===== config.mk =====
export PLATFORM = sky130hd
export DESIGN_NAME = decrypt
export DESIGN_NICKNAME = d
export VERILOG_FILES = /design/src/rtl/decrypt_pkg.sv /design/src/rtl/decrypt_dot.sv /design/src/rtl/decrypt.sv
export SDC_FILE = /design/constraint.sdc
export NUM_CORES = 1
export LEC_CHECK = 0
export BUFFER_PORTS_ARGS = -buffer_cell sky130_fd_sc_hd__buf_2
export CAP_MARGIN = 20
export CORE_MARGIN = 1.5
export CORE_UTILIZATION = 56
export DETAILED_ROUTE_END_ITERATION = 12
export MAX_ROUTING_LAYER = met4
export PLACE_DENSITY = 0.88
export SETUP_SLACK_MARGIN = 0.02
export SYNTH_ARGS = -nofsm -noshare
export SYNTH_HDL_FRONTEND = slang
export SYNTH_SLANG_ARGS = --single-unit

===== constraint.sdc =====
create_clock -name clk -period 24.1 [get_ports clk]
set_clock_uncertainty 0.15 [all_clocks]
set_input_delay 7.23 -clock clk [delete_from_list [all_inputs] [get_ports clk]]
set_output_delay 7.23 -clock clk [all_outputs]
set_load 0.01 [all_outputs]

===== src/rtl/decrypt_pkg.sv =====
// Shared types and constant-derivation helpers for the LWE decrypt datapath.
package decrypt_pkg;

    typedef enum logic [1:0] {
        ACCUM  = 2'd0,
        DECODE = 2'd1,
        OUT    = 2'd2
    } state_t;

    // Bit width of the ciphertext modulus q (q is a power of two).
    function automatic int calc_qb(input int q);
        return $clog2(q);
    endfunction

    // Bit width of the plaintext modulus p (p is a power of two).
    function automatic int calc_pb(input int p);
        return $clog2(p);
    endfunction

    // Number of beats needed to stream n elements over par lanes.
    function automatic int calc_beats(input int n, input int par);
        return (n + par - 1) / par;
    endfunction

    // Rounding offset q/(2p) added before the decode shift.
    function automatic int calc_half(input int q, input int p);
        return q / (2 * p);
    endfunction

    // Beat counter width; at least one bit even for a single-beat ciphertext.
    function automatic int cnt_width(input int beats);
        return (beats > 1) ? $clog2(beats) : 1;
    endfunction

endpackage


===== src/rtl/decrypt_dot.sv =====
// Combinational lane-masked dot product of one beat, reduced mod 2^QB.
// Lanes whose element index falls past DIMENSION contribute nothing, so the
// padding lanes of the final beat may carry arbitrary data.
module decrypt_dot
    import decrypt_pkg::*;
#(
    parameter int PARALLEL  = 2,
    parameter int QB        = 10,
    parameter int CW        = 32,
    parameter int DIMENSION = 3,
    parameter int BASE_W    = 2
) (
    input  logic [PARALLEL*CW-1:0] a,
    input  logic [PARALLEL*CW-1:0] sk,
    input  logic [BASE_W-1:0]      base,
    output logic [QB-1:0]          dot
);

    // Element bits above QB never influence a mod-q result.
    logic [PARALLEL-1:0] unused_hi;

    for (genvar g = 0; g < PARALLEL; g++) begin : g_unused
        assign unused_hi[g] = ^{a[g*CW+QB +: CW-QB], sk[g*CW+QB +: CW-QB]};
    end

    // Sum of per-lane products; every add and multiply wraps at QB bits.
    always_comb begin
        dot = '0;
        for (int k = 0; k < PARALLEL; k++) begin
            if ((32'(base) + 32'(k)) < 32'(DIMENSION)) begin
                dot = dot + a[k*CW +: QB] * sk[k*CW +: QB];
            end
        end
    end

endmodule


===== src/rtl/decrypt.sv =====
// LWE decrypt: accumulates <a,s> mod q over PARALLEL-lane beats, then decodes
// round((b - <a,s>) * p / q) mod p and offers it on a valid/ready output.
//
// state  | meaning
// -------+-------------------------------------------------------------
// ACCUM  | accepting beats, acc holds the running partial dot product
// DECODE | last beat taken, b and final acc captured, plaintext computed
// OUT    | plaintext held with pt_valid until the consumer takes it
module decrypt
    import decrypt_pkg::*;
#(
    parameter int PLAINTEXT_MODULUS  = 64,
    parameter int PLAINTEXT_WIDTH    = 6,
    parameter int CIPHERTEXT_MODULUS = 1024,
    parameter int CIPHERTEXT_WIDTH   = 32,
    parameter int DIMENSION          = 3,
    parameter int DIM_WIDTH          = 2,
    parameter int PARALLEL           = 2
) (
    input  logic                                 clk,
    input  logic                                 rst,
    input  logic                                 in_valid,
    output logic                                 in_ready,
    input  logic [PARALLEL*CIPHERTEXT_WIDTH-1:0] a_in,
    input  logic [PARALLEL*CIPHERTEXT_WIDTH-1:0] sk_in,
    input  logic [CIPHERTEXT_WIDTH-1:0]          b_in,
    output logic                                 pt_valid,
    input  logic                                 pt_ready,
    output logic [PLAINTEXT_WIDTH-1:0]           plaintext
);

    localparam int QB    = calc_qb(CIPHERTEXT_MODULUS);
    localparam int PB    = calc_pb(PLAINTEXT_MODULUS);
    localparam int BEATS = calc_beats(DIMENSION, PARALLEL);
    localparam int HALF  = calc_half(CIPHERTEXT_MODULUS, PLAINTEXT_MODULUS);
    localparam int CNT_W = cnt_width(BEATS);

    localparam logic [CNT_W-1:0] LAST_BEAT = CNT_W'(BEATS - 1);
    localparam logic [QB-1:0]    HALF_Q    = QB'(HALF);

    state_t               state;
    state_t               next_state;
    logic [CNT_W-1:0]     beat_cnt;
    logic [QB-1:0]        acc;
    logic [QB-1:0]        b_reg;
    logic [QB-1:0]        dot;
    logic [QB-1:0]        diff;
    logic [QB-1:0]        rounded;
    logic [DIM_WIDTH-1:0] base;
    logic                 beat_fire;
    logic                 last_beat;
    logic                 unused_b;

    assign unused_b = ^b_in[CIPHERTEXT_WIDTH-1:QB];

    assign base = DIM_WIDTH'(32'(beat_cnt) * 32'(PARALLEL));

    decrypt_dot #(
        .PARALLEL  (PARALLEL),
        .QB        (QB),
        .CW        (CIPHERTEXT_WIDTH),
        .DIMENSION (DIMENSION),
        .BASE_W    (DIM_WIDTH)
    ) u_dot (
        .a    (a_in),
        .sk   (sk_in),
        .base (base),
        .dot  (dot)
    );

    // Ready is decoded from the registered state only; reset forces it low
    // so nothing is taken while the block is being cleared.
    assign in_ready  = (state == ACCUM) && !rst;
    assign beat_fire = in_valid && in_ready;
    assign last_beat = (beat_cnt == LAST_BEAT);

    // Rounded decode: adding q/(2p) before dropping the low QB-PB bits
    // rounds to nearest, with wrap at q folding near-q diffs back to 0.
    assign diff    = b_reg - acc;
    assign rounded = diff + HALF_Q;

    // State register.
    always_ff @(posedge clk) begin
        if (rst) begin
            state <= ACCUM;
        end else begin
            state <= next_state;
        end
    end

    // Next-state selection.
    always_comb begin
        next_state = state;
        case (state)
            ACCUM:   if (in_valid && last_beat) next_state = DECODE;
            DECODE:  next_state = OUT;
            OUT:     if (pt_ready) next_state = ACCUM;
            default: next_state = ACCUM;
        endcase
    end

    // Beat counting, accumulation, capture of b, and the output register.
    always_ff @(posedge clk) begin
        if (rst) begin
            beat_cnt  <= '0;
            acc       <= '0;
            b_reg     <= '0;
            pt_valid  <= 1'b0;
            plaintext <= '0;
        end else begin
            if (beat_fire) begin
                acc <= acc + dot;
                if (last_beat) begin
                    beat_cnt <= '0;
                    b_reg    <= b_in[QB-1:0];
                end else begin
                    beat_cnt <= beat_cnt + 1'b1;
                end
            end
            if (state == DECODE) begin
                plaintext <= rounded[QB-1 -: PB];
                pt_valid  <= 1'b1;
            end
            if (state == OUT && pt_ready) begin
                pt_valid <= 1'b0;
                acc      <= '0;
            end
        end
    end

endmodule

# --- Word level (Yosys, flattened, before mapping) ---
# Index checks and enable logic that the tools add are counted.
word_totals:
  out_inout_bits: 8
  word_cells: 35
  ff_bits: 30
  input_bits: 164
classes:
  n_reduce_logical: 9
  add_sub_neg: 6
  n_eq_ne: 4
  multipliers: 2
  n_lt_le_gt_ge: 2
  muxes: 6
ops:
  columns: ["operator", "n"]
  rows:
  - ["32-bit by 2-bit < comparator with 1-bit output, second input constant", 1]
  - ["10-bit adder", 2]
  - ["10-bit by 10-bit multiplier with 10-bit output", 2]
  - ["10-bit two-way mux", 2]
  - ["10-bit by 4-bit adder with 10-bit output, second input constant", 1]
  - ["10-bit subtractor", 1]
  - ["2-bit one-hot mux with 3 select lines", 1]
  - ["1-bit logical AND", 4]
  - ["2-bit two-way mux", 2]
  - ["2-bit AND reduction", 2]
  - ["2-bit by 1-bit adder with 3-bit output, second input constant", 1]
  - ["2-bit by 1-bit equality test with 1-bit output, second input constant", 1]
  - ["2-bit equality test, second input constant", 1]
  - ["2-bit zero test", 1]
  - ["2-bit < comparator, second input constant", 1]
  - ["2-bit by 1-bit inequality test with 1-bit output, second input constant", 1]
  - ["2-bit inequality test, second input constant", 1]
  - ["2-bit OR reduction", 1]
  - ["1-bit adder, second input constant", 1]
  - ["1-bit zero test", 1]
  - ["1-bit two-way mux", 1]

# --- Longest topological paths before layout ---
# Gate-level depths: netlist of the first run.
logic_depth:
  ltp_word: 5
  depth_mapped: 33
  mapped_depth_nobuf: 32

# --- Hierarchy ---
# A second synthesis of the first run with hierarchy kept.
hier_totals:
  cells_unflattened: 630
  hier_area_um2: 5149.9
modules_own_cells:
  columns: ["mod", "instances", "cells_each", "seq_area_each_um2", "area_per_inst_um2"]
  rows:
  - ["decrypt_dot", 1, 399, 0.0, 3299.4]
  - ["decrypt", 1, 231, 600.6, 1850.5]

# --- Worst setup path after synthesis of the first run ---
# OpenSTA, ideal clock, no wires.
synth_path:
  path_type: "input -> output"
  startpoint: "input port rst"
  endpoint: "output port in_ready"
  arrival_ps: 7567
  path_stages: 1
  required_ps: 16720
  path_buffers: 0
  setup_slack_ps: 9153
  path_cell_list: "nor3_1"
synth_via:
  elab_chain_cells: 2
synth_lines:
  columns: ["element", "line", "rtl"]
  rows:
  - ["start: declaration", "decrypt.sv:21", "input logic rst,"]
  - ["1-bit zero test", "decrypt.sv:73", "assign in_ready = (state == ACCUM) && !rst;"]
  - ["1-bit logical AND", "decrypt.sv:73", null]
  - ["end: declaration", "decrypt.sv:23", "output logic in_ready,"]
# Every way passes these cells.

# --- Final worst setup path of the first run ---
# Ends and elaborated chain as after synthesis.

==> flow_summary.toml, run 1 <==
[outcome]
status = "completed"

[synthesis]
synth.yosys.seq_area_share = 0.1212
synth_top_family_by_area = "adder cells"
syn-mean-instance-area_um2 = 8.188
synth_compound_area_frac = 0.08310
syn_inst = 605
synth_top_area_share = 0.2142
ys_seq_elements = 30
ys_types = 29
yosysTopAreaCell = "fa_1"
synth-xor-area-share = 0.1162
synth-simple-area-share = 0.1713
yosys-top-cells-area = "fa_1 21%, ha_1 19%, dfxtp_1 12%, nand2_1 8.9%, xnor2_1 8.1%"
synth_mux_area_frac = 0.008841
synthesis.area_um2 = 4954
syn-num-nets = 898
yosys_warnings = 0
synthAdderAreaFrac = 0.4062

[final_layout]
diodes = 0
syn2layout_area_growth_pct = 9.270
drive_gt1_frac = 0.1094
multiInputGateArea_um2 = 3891
fill_cells = 721
final_nets = 952
utilization = 0.6268
layout.area.seq_um2 = 600.6

[detailed_routing]
vias_per_cell = 5.230
final_antenna_net_count = 0
vias = 4006
dr.pass1.iters = 7
route.detailed.drc = 0
postRouteWirelength_um = 10540
wl_per_cell_um = 13.76
drt-initial-drc-count = 157

[sta]
worstMarginPinSlew_ns = 0.6124
finalCritPeriodShare = 0.6367
slew_headroom = 0.5912
setup-tns-final_ns = 0
drv_slew = 0
layout_min_cycle_time_ns = 15.34
setup_viol = 0
rsz0062_at_grt = "no"
timing.fmax_ghz = 0.06517
hold_viol = 0

[clock_tree]
h-tree-depth = 2
clk_latency_ns = 0.28
cts_setup_buffers = 0
cts-root-buf = "clkbuf_8"
cts_tree = "yes"
cts_buffer_depth = 2
clock-sinks = 30
cts_buffers = 5
post_cts_resized = 0
hold_buffers = 0
path_clk_slew_ns = 0.06

[critical_path]
crit_top_cell = "buf_2"
rrSetupSlack_ns = 20.56
setup.worst_path.end_class = "output port"
worst-path-max-fanout = 20
cp-startpoint = "rst"
reg2reg_from = "beat_cnt"
worst_r2r_path_depth = 12
crit_required_ns = 16.72
cp_slowest_cell = "nor3_1"
cp_num_buf_inv = 2
r2r-end = "acc[9]"
cp-endpoint = "in_ready"
critPathArrivalTime_ns = 7.96
crit_chain = "buf_2 -> nor3_1 -> buf_2"
slowest_delay_ns = 0.32
worstSetupStartpointType = "input port"
path_depth = 3
cpLargestDelayFamily = "buffers and inverters"
path_class = "input port to output port"

[die]
die_y_um = 97.05
pin_count = 172
core_area_um2 = 8636
die_w_um = 97.05
start_util = 0.5736
dieArea_um2 = 9419
placementRows = 34

[placed_design]
dp_hpwl_um = 8725
gp_congestion = 0.9283
port_buffers = 61

[power]
p_int_uw = 375.4
power.share.clock = 0.055
p_sw_frac = 0.4887
p_sw_uw = 358.8
seqPwrFrac = 0.081
comb_power_share = 0.864
powerDensity_nw_per_um2 = 135.6
power_leakage_uw = 0.002755
irDropWorstVdd_v = 0.00006669

[global_routing]
grt-ovfl-total = 0
grt_pass1_vias = 4182
antenna_found_initial = 0
grt_use_total = 0.2432
grt_max_degree = 21
grt_pass1_wl_um = 18620

[min_path]
hold_class = "flip-flop to flip-flop"

[run]
cap_violations = 0
-- power by group through the flow --
stage,Combinational (uW),Sequential [uW],Clock [uW]
after global placement,592,59.8,0
after floorplan,504,58.7,0
after global routing,709,59.9,42.1
after CTS,629,59.1,40.2
after detailed placement,623,60.1,0
final,635,59.3,40.4
-- metrics by stage --
stage	instances	hold slack [ns]	worst slack, ns	total power (uW)	cell area (um^2)
finish	766	0.3046	8.756	734.2	5413
global route	766	0.3217	8.705	811.4	5413
CTS	766	0.3095	8.780	728.0	5413
detailed placement	760	0.3012	8.778	683.5	5330
global placement	760	0.2891	8.830	651.8	5330
floorplan	605	0.2812	9.153	562.2	4954
-- cells in the final DEF (no fill, tap or decap), drive strengths merged --
cell,synthesis,final
xnor3,3,3
or3,1,1
nand2,118,118
dfxtp,30,30
nand2b,4,4
o21ai,9,9
xor2,12,12
nor3,4,4
mux2i,1,1
clkbuf,11,6
nand3,1,1
nor2b,4,4
fa,53,53
o21bai,5,5
a21oi,44,44
a21o,7,7
a311oi,1,1
a211oi,2,2
xnor2,46,46
nor2,13,13
o21a,2,2
ha,76,76
a31o,2,2
buf,3,61
inv,106,106
and2,44,44
mux2,3,3
-- worst register-to-register path, delay by kind of cell, from the launching register on --
kind	cells	cell delay, ns
compound gates	8	1.48
xor+xnor	1	0.11
simple gates	1	0.32
fa+ha+maj	1	0.28
flops	1	0.71
mux	1	0.44
-- layout make-up --
| type | count | area share |
|---|---|---|
| inverters | 106 | 0.07351 |
| flip-flops and latches | 30 | 0.1110 |
| well taps | 108 | 0.02497 |
| repair buffers | 61 | 0.05640 |
| multi-input cells | 455 | 0.7189 |
| clock buffers | 6 | 0.01526 |
-- kinds of logic (layout without fill, tap and decap cells) --
logic type | count (synthesis) | after routing
fa+ha+maj | 129 | 129
flops | 30 | 30
buf+inv | 120 | 173
compound gates | 72 | 72
xor+xnor | 61 | 61
simple gates | 189 | 189
mux | 4 | 4
-- routing by layer --
| layer | vias up | track usage | routed length (um) |
|---|---|---|---|
| met5 | - | - | 0 |
| met4 | 0 | 0.07804 | 255 |
| met3 | 27 | 0.02446 | 473 |
| met2 | 137 | 0.4077 | 5227 |
| met1 | 1865 | 0.3111 | 4583 |
| li1 | 1977 | - | - |
-- cell usage after synthesis --
master,number
a21oi_1,44
nand2_1,118
fa_1,53
ha_1,76
a31o_2,2
a211oi_1,2
xnor3_1,3
xor2_1,12
mux2i_1,1
dfxtp_1,30
nand3_1,1
or3_1,1
nor2_1,13
nor2b_1,4
buf_1,1
a21o_1,7
o21ai_0,9
nand2b_1,4
and2_1,44
nor3_1,4
o21a_1,2
buf_4,1
inv_1,106
xnor2_1,46
o21bai_1,5
buf_6,1
clkbuf_1,11
mux2_2,3
a311oi_1,1
-- worst min path at each step --
stage / start / end / slack [ns] / cells after the start
global placement: plaintext[1] / plaintext[1] / 0.29 / 2
CTS: b_reg[3] / b_reg[3] / 0.31 / 2
finish: b_reg[3] / b_reg[3] / 0.30 / 2
floorplan: b_reg[0] / b_reg[0] / 0.28 / 2
global route: b_reg[3] / b_reg[3] / 0.32 / 2
detailed placement: b_reg[3] / b_reg[3] / 0.30 / 2
Power figures use the tool's default switching activity.
==> run 2: changes to the inputs <==
CORE_UTILIZATION = 47   (was 56)
PLACE_DENSITY = 0.79   (was 0.88)
clock period = 12.65 ns   (was 24.1 ns; I/O delays follow)
==> run 2 against run 1 <==
Compared with the run above: sequential share of layout area is 0.089 points lower; utilization is 9.6 points lower; clock power is 96% higher; worst setup slack worse by 7.3 ns; total power is 93% higher; critical path type is now input port to flip-flop; critical endpoint is now acc[9]; highest routed layer unchanged.
==> flow_summary.toml, run 2 (synthesized netlist as in run 1, its figures left out) <==
[sta]
finalCritPeriodShare = 0.8881
setup_viol = 0
layout_min_cycle_time_ns = 11.23
drv_slew = 0
worst_hold_slack_ns = 0.2955
slew_headroom = 0.6176
timing.fmax_ghz = 0.08902
setup-tns-final_ns = 0
hold_viol = 0
worstMarginPinSlew_ns = 0.5728
rsz0062_at_grt = "no"

[detailed_routing]
route.detailed.drc = 0
wl_per_cell_um = 13.16
vias = 4025
dr.pass1.iters = 4
postRouteWirelength_um = 10480
vias_per_cell = 5.057
drt-initial-drc-count = 193
final_antenna_net_count = 0

[critical_path]
cp_slowest_cell = "fa_1"
slowest_delay_ns = 0.54
critPathArrivalTime_ns = 11.30
crit_required_ns = 12.72
worst-path-max-fanout = 7
path_class = "input port to flip-flop"
worstSetupStartpointType = "input port"
setup.worst_path.end_class = "flip-flop"

[final_layout]
fill_cells = 984
mostFrequentLayoutCell = "nand2_1"
utilization = 0.5309
final_nets = 952
syn2layout_area_growth_pct = 10.15
drive_gt1_frac = 0.1106
diodes = 0
mostFrequentLayoutCells = "118 x nand2_1, 106 x inv_1, 76 x ha_1"

[min_path]
hold_class = "flip-flop to flip-flop"

[power]
p_int_uw = 720.6
p_sw_uw = 696.5
power_leakage_uw = 0.002760
comb_power_share = 0.864
irDropWorstVdd_v = 0.0001658
powerDensity_nw_per_um2 = 259.7
p_sw_frac = 0.4915
power.share.clock = 0.056
seqPwrFrac = 0.080

[global_routing]
antenna_found_initial = 0
grt_pass1_wl_um = 18370
grt_use_total = 0.2070
grt-ovfl-total = 0
grt_pass1_vias = 4262
grt_max_degree = 21

[die]
dieArea_um2 = 11160
die_y_um = 105.7
pin_count = 172
die_w_um = 105.7
core_area_um2 = 10280
start_util = 0.4820
placementRows = 37

[clock_tree]
path_clk_slew_ns = 0.06
clock-sinks = 30
cts_setup_buffers = 0
h-tree-depth = 2
cts-root-buf = "clkbuf_8"
cts_buffer_depth = 2
cts_buffers = 5
post_cts_resized = 0
clk_latency_ns = 0.28
hold_buffers = 0
cts_tree = "yes"

[run]
cap_violations = 0

[placed_design]
gp_congestion = 0.8860
dp_hpwl_um = 8828
port_buffers = 61

[outcome]
status = "completed"
==> run 2: cell types whose count changed in the layout (fill, tap and decap cells not counted), sizes merged <==
cell    change
clkbuf      +1
clkinv      +1
==> run 2: power groups by stage <==
| stage | sequential [uW] | clock (uW) | combinational, uW |
|---|---|---|---|
| final | 113 | 79.1 | 1230 |
| after floorplan | 112 | 0 | 959 |
| after CTS | 113 | 80.3 | 1230 |
| after global placement | 114 | 0 | 1140 |
| after global routing | 114 | 83.5 | 1370 |
| after detailed placement | 115 | 0 | 1210 |
==> run 2: cell type report <==
| cell class | count | area [um^2] | share of cell area |
|---|---|---|---|
| inverter | 106 | 397.9 | 0.07292 |
| timing repair buffer | 61 | 305.3 | 0.05595 |
| multi-input combinational | 455 | 3891 | 0.7131 |
| sequential | 30 | 600.6 | 0.1101 |
| tap | 136 | 170.2 | 0.03119 |
| clock buffer | 7 | 86.33 | 0.01582 |
| clock inverter | 1 | 5.005 | 0.0009172 |
==> run 2: stage by stage <==
step                setup WS, ns  power, uW  instances  cell area (um^2)
floorplan                  1.745       1071        605              4954
global placement           1.300       1252        788              5365
detailed placement         1.149       1325        788              5365
CTS                        1.420       1420        796              5456
global route               1.006       1572        796              5456
finish                     1.416       1417        796              5456
==> run 2: worst paths after layout <==
path	start	end	slack [ns]	depth (start not counted)
min reg2reg	plaintext[3]	plaintext[3]	0.30	2
max reg2reg	beat_cnt	acc[9]	9.16	12
min	plaintext[3]	plaintext[3]	0.30	2
max	sk_in[3]	acc[9]	1.42	31
==> run 2: critical path, delay by kind of cell <==
| kind | cells | cell delay [ns] |
|---|---|---|
| buffers and inverters | 8 | 0.55 |
| adder cells (fa/ha/maj) | 11 | 4.79 |
| XOR/XNOR | 3 | 0.50 |
| AO/OA/AOI/OAI | 5 | 1.15 |
| AND/OR/NAND/NOR | 4 | 0.52 |
==> run 2: routing by layer <==
metal	wire length (um)	track usage	share of wire
met3	421	0.01855	0.040
met1	4617	0.2495	0.44
met2	5169	0.3636	0.49
met4	267	0.06950	0.025
met5	0	-	0
==> run 3: changes to the inputs <==
CORE_UTILIZATION = 52   (was 47)
PLACE_DENSITY = 0.83   (was 0.79)
clock period = 12.9 ns   (was 12.65 ns; I/O delays follow)
==> run 3 against run 2 <==
Compared with the run above: worst setup slack better by 0.023 ns; sequential share of layout area hardly changed; non-clock buffer count stayed put; die area is 9.3% lower; routed wire length is 1.9% lower; critical endpoint unchanged; largest cell class unchanged.
==> flow_summary.toml, run 3 (synthesized netlist as in run 1, its figures left out) <==
[placed_design]
placed_cell_area_um2 = 5356
dp_hpwl_um = 8769
gp_congestion = 0.8856
port_buffers = 61

[critical_path]
worst_r2r_path_depth = 12
crit_required_ns = 12.96
cp_slowest_cell = "fa_1"
r2r-end = "acc[9]"
cp_num_buf_inv = 8
cpLargestDelayFamily = "adder cells"
path_depth = 33
path_class = "input port to flip-flop"
rrSetupSlack_ns = 9.39
slowest_delay_ns = 0.54
worstSetupStartpointType = "input port"
reg2reg_from = "beat_cnt"
worst-path-max-fanout = 8
setup.worst_path.end_class = "flip-flop"
critPathArrivalTime_ns = 11.52
crit_top_cell = "inv_1"
cp-startpoint = "a_in[2]"

[sta]
setup_viol = 0
hold_viol = 0
timing.fmax_ghz = 0.08725
layout_min_cycle_time_ns = 11.46
worstMarginPinSlew_ns = 0.5994
drv_slew = 0
setup-tns-final_ns = 0
slew_headroom = 0.5998
finalCritPeriodShare = 0.8885
rsz0062_at_grt = "no"

[global_routing]
grt_max_degree = 21
grt_pass1_wl_um = 18160
grt-ovfl-total = 0
grt_pass1_vias = 4138
grt_use_total = 0.2267
antenna_found_initial = 0

[die]
placementRows = 35
start_util = 0.5361
pin_count = 172
core_area_um2 = 9240
die_w_um = 100.6
die_y_um = 100.6
dieArea_um2 = 10120

[clock_tree]
cts_setup_buffers = 0
hold_buffers = 0
clock-sinks = 30
path_clk_slew_ns = 0.06
cts_tree = "yes"
cts-root-buf = "clkbuf_8"
clk_latency_ns = 0.28
cts_buffer_depth = 2
cts_buffers = 5
post_cts_resized = 0
h-tree-depth = 2

[detailed_routing]
wl_per_cell_um = 13.02
vias = 3957
final_antenna_net_count = 0
postRouteWirelength_um = 10280
drt-initial-drc-count = 139
dr.pass1.iters = 4
route.detailed.drc = 0
vias_per_cell = 5.015

[final_layout]
mostFrequentLayoutCells = "118 x nand2_1, 106 x inv_1, 76 x ha_1"
final_cell_area_um2 = 5466
diodes = 0
final_nets = 952
syn2layout_area_growth_pct = 10.36
mostFrequentLayoutCell = "nand2_1"
drive_gt1_frac = 0.1121

[power]
power_leakage_uw = 0.002770
powerDensity_nw_per_um2 = 252.8
irDropWorstVdd_v = 0.0001639

[min_path]
hold_start = "plaintext[1]"
worstHoldEndpoint = "plaintext[1]"
worstHoldPathCells = 2
hold_class = "flip-flop to flip-flop"

[outcome]
status = "completed"

[run]
cap_violations = 0
run 3: tightest hold or removal path: cells and delay by family (launching register included):
family | cells | cell delay, ns
AOI/OAI and AO/OA | 1 | 0.05
DFF | 1 | 0.30
and+or+nand+nor | 1 | 0.05
run 3: cell type report:
type	count	area, um^2
inverters	106	397.9
well taps	129	161.4
repair buffers	61	305.3
flip-flops and latches	30	600.6
fillers	834	3774
clock buffers	8	110.1
multi-input cells	455	3891
run 3: worst max path at each step:
stage / slack (ns) / end
global route: 1.09 / acc[9]
CTS: 1.47 / acc[9]
finish: 1.44 / acc[9]
floorplan: 1.92 / acc[9]
global placement: 1.46 / acc[9]
detailed placement: 1.21 / acc[9]
run 3: where the power goes:
group,internal (uW),switching [uW],total [uW]
Clock,53.8,32.9,86.7
Sequential,102,8.30,111
Combinational,560,625,1180
run 3: metal layers:
metal	track usage	vias to the layer above	wire [um]
met5	-	-	0
met4	0.06176	0	161
met3	0.02080	10	352
met2	0.3903	92	5201
met1	0.2856	1872	4559
li1	-	1983	-
run 3: stage by stage:
stage / util / power [uW] / std cells / setup WS, ns / hold WS [ns]
3_3_place_gp: 0.5797 / 1226 / 781 / 1.463 / 0.2877
4_1_cts: 0.5916 / 1383 / 789 / 1.475 / 0.3058
5_1_grt: 0.5916 / 1536 / 789 / 1.095 / 0.3315
6_report: 0.5916 / 1382 / 789 / 1.439 / 0.3018
3_5_place_dp: 0.5797 / 1286 / 781 / 1.214 / 0.2973
2_1_floorplan: - / 1050 / 605 / 1.920 / 0.2812
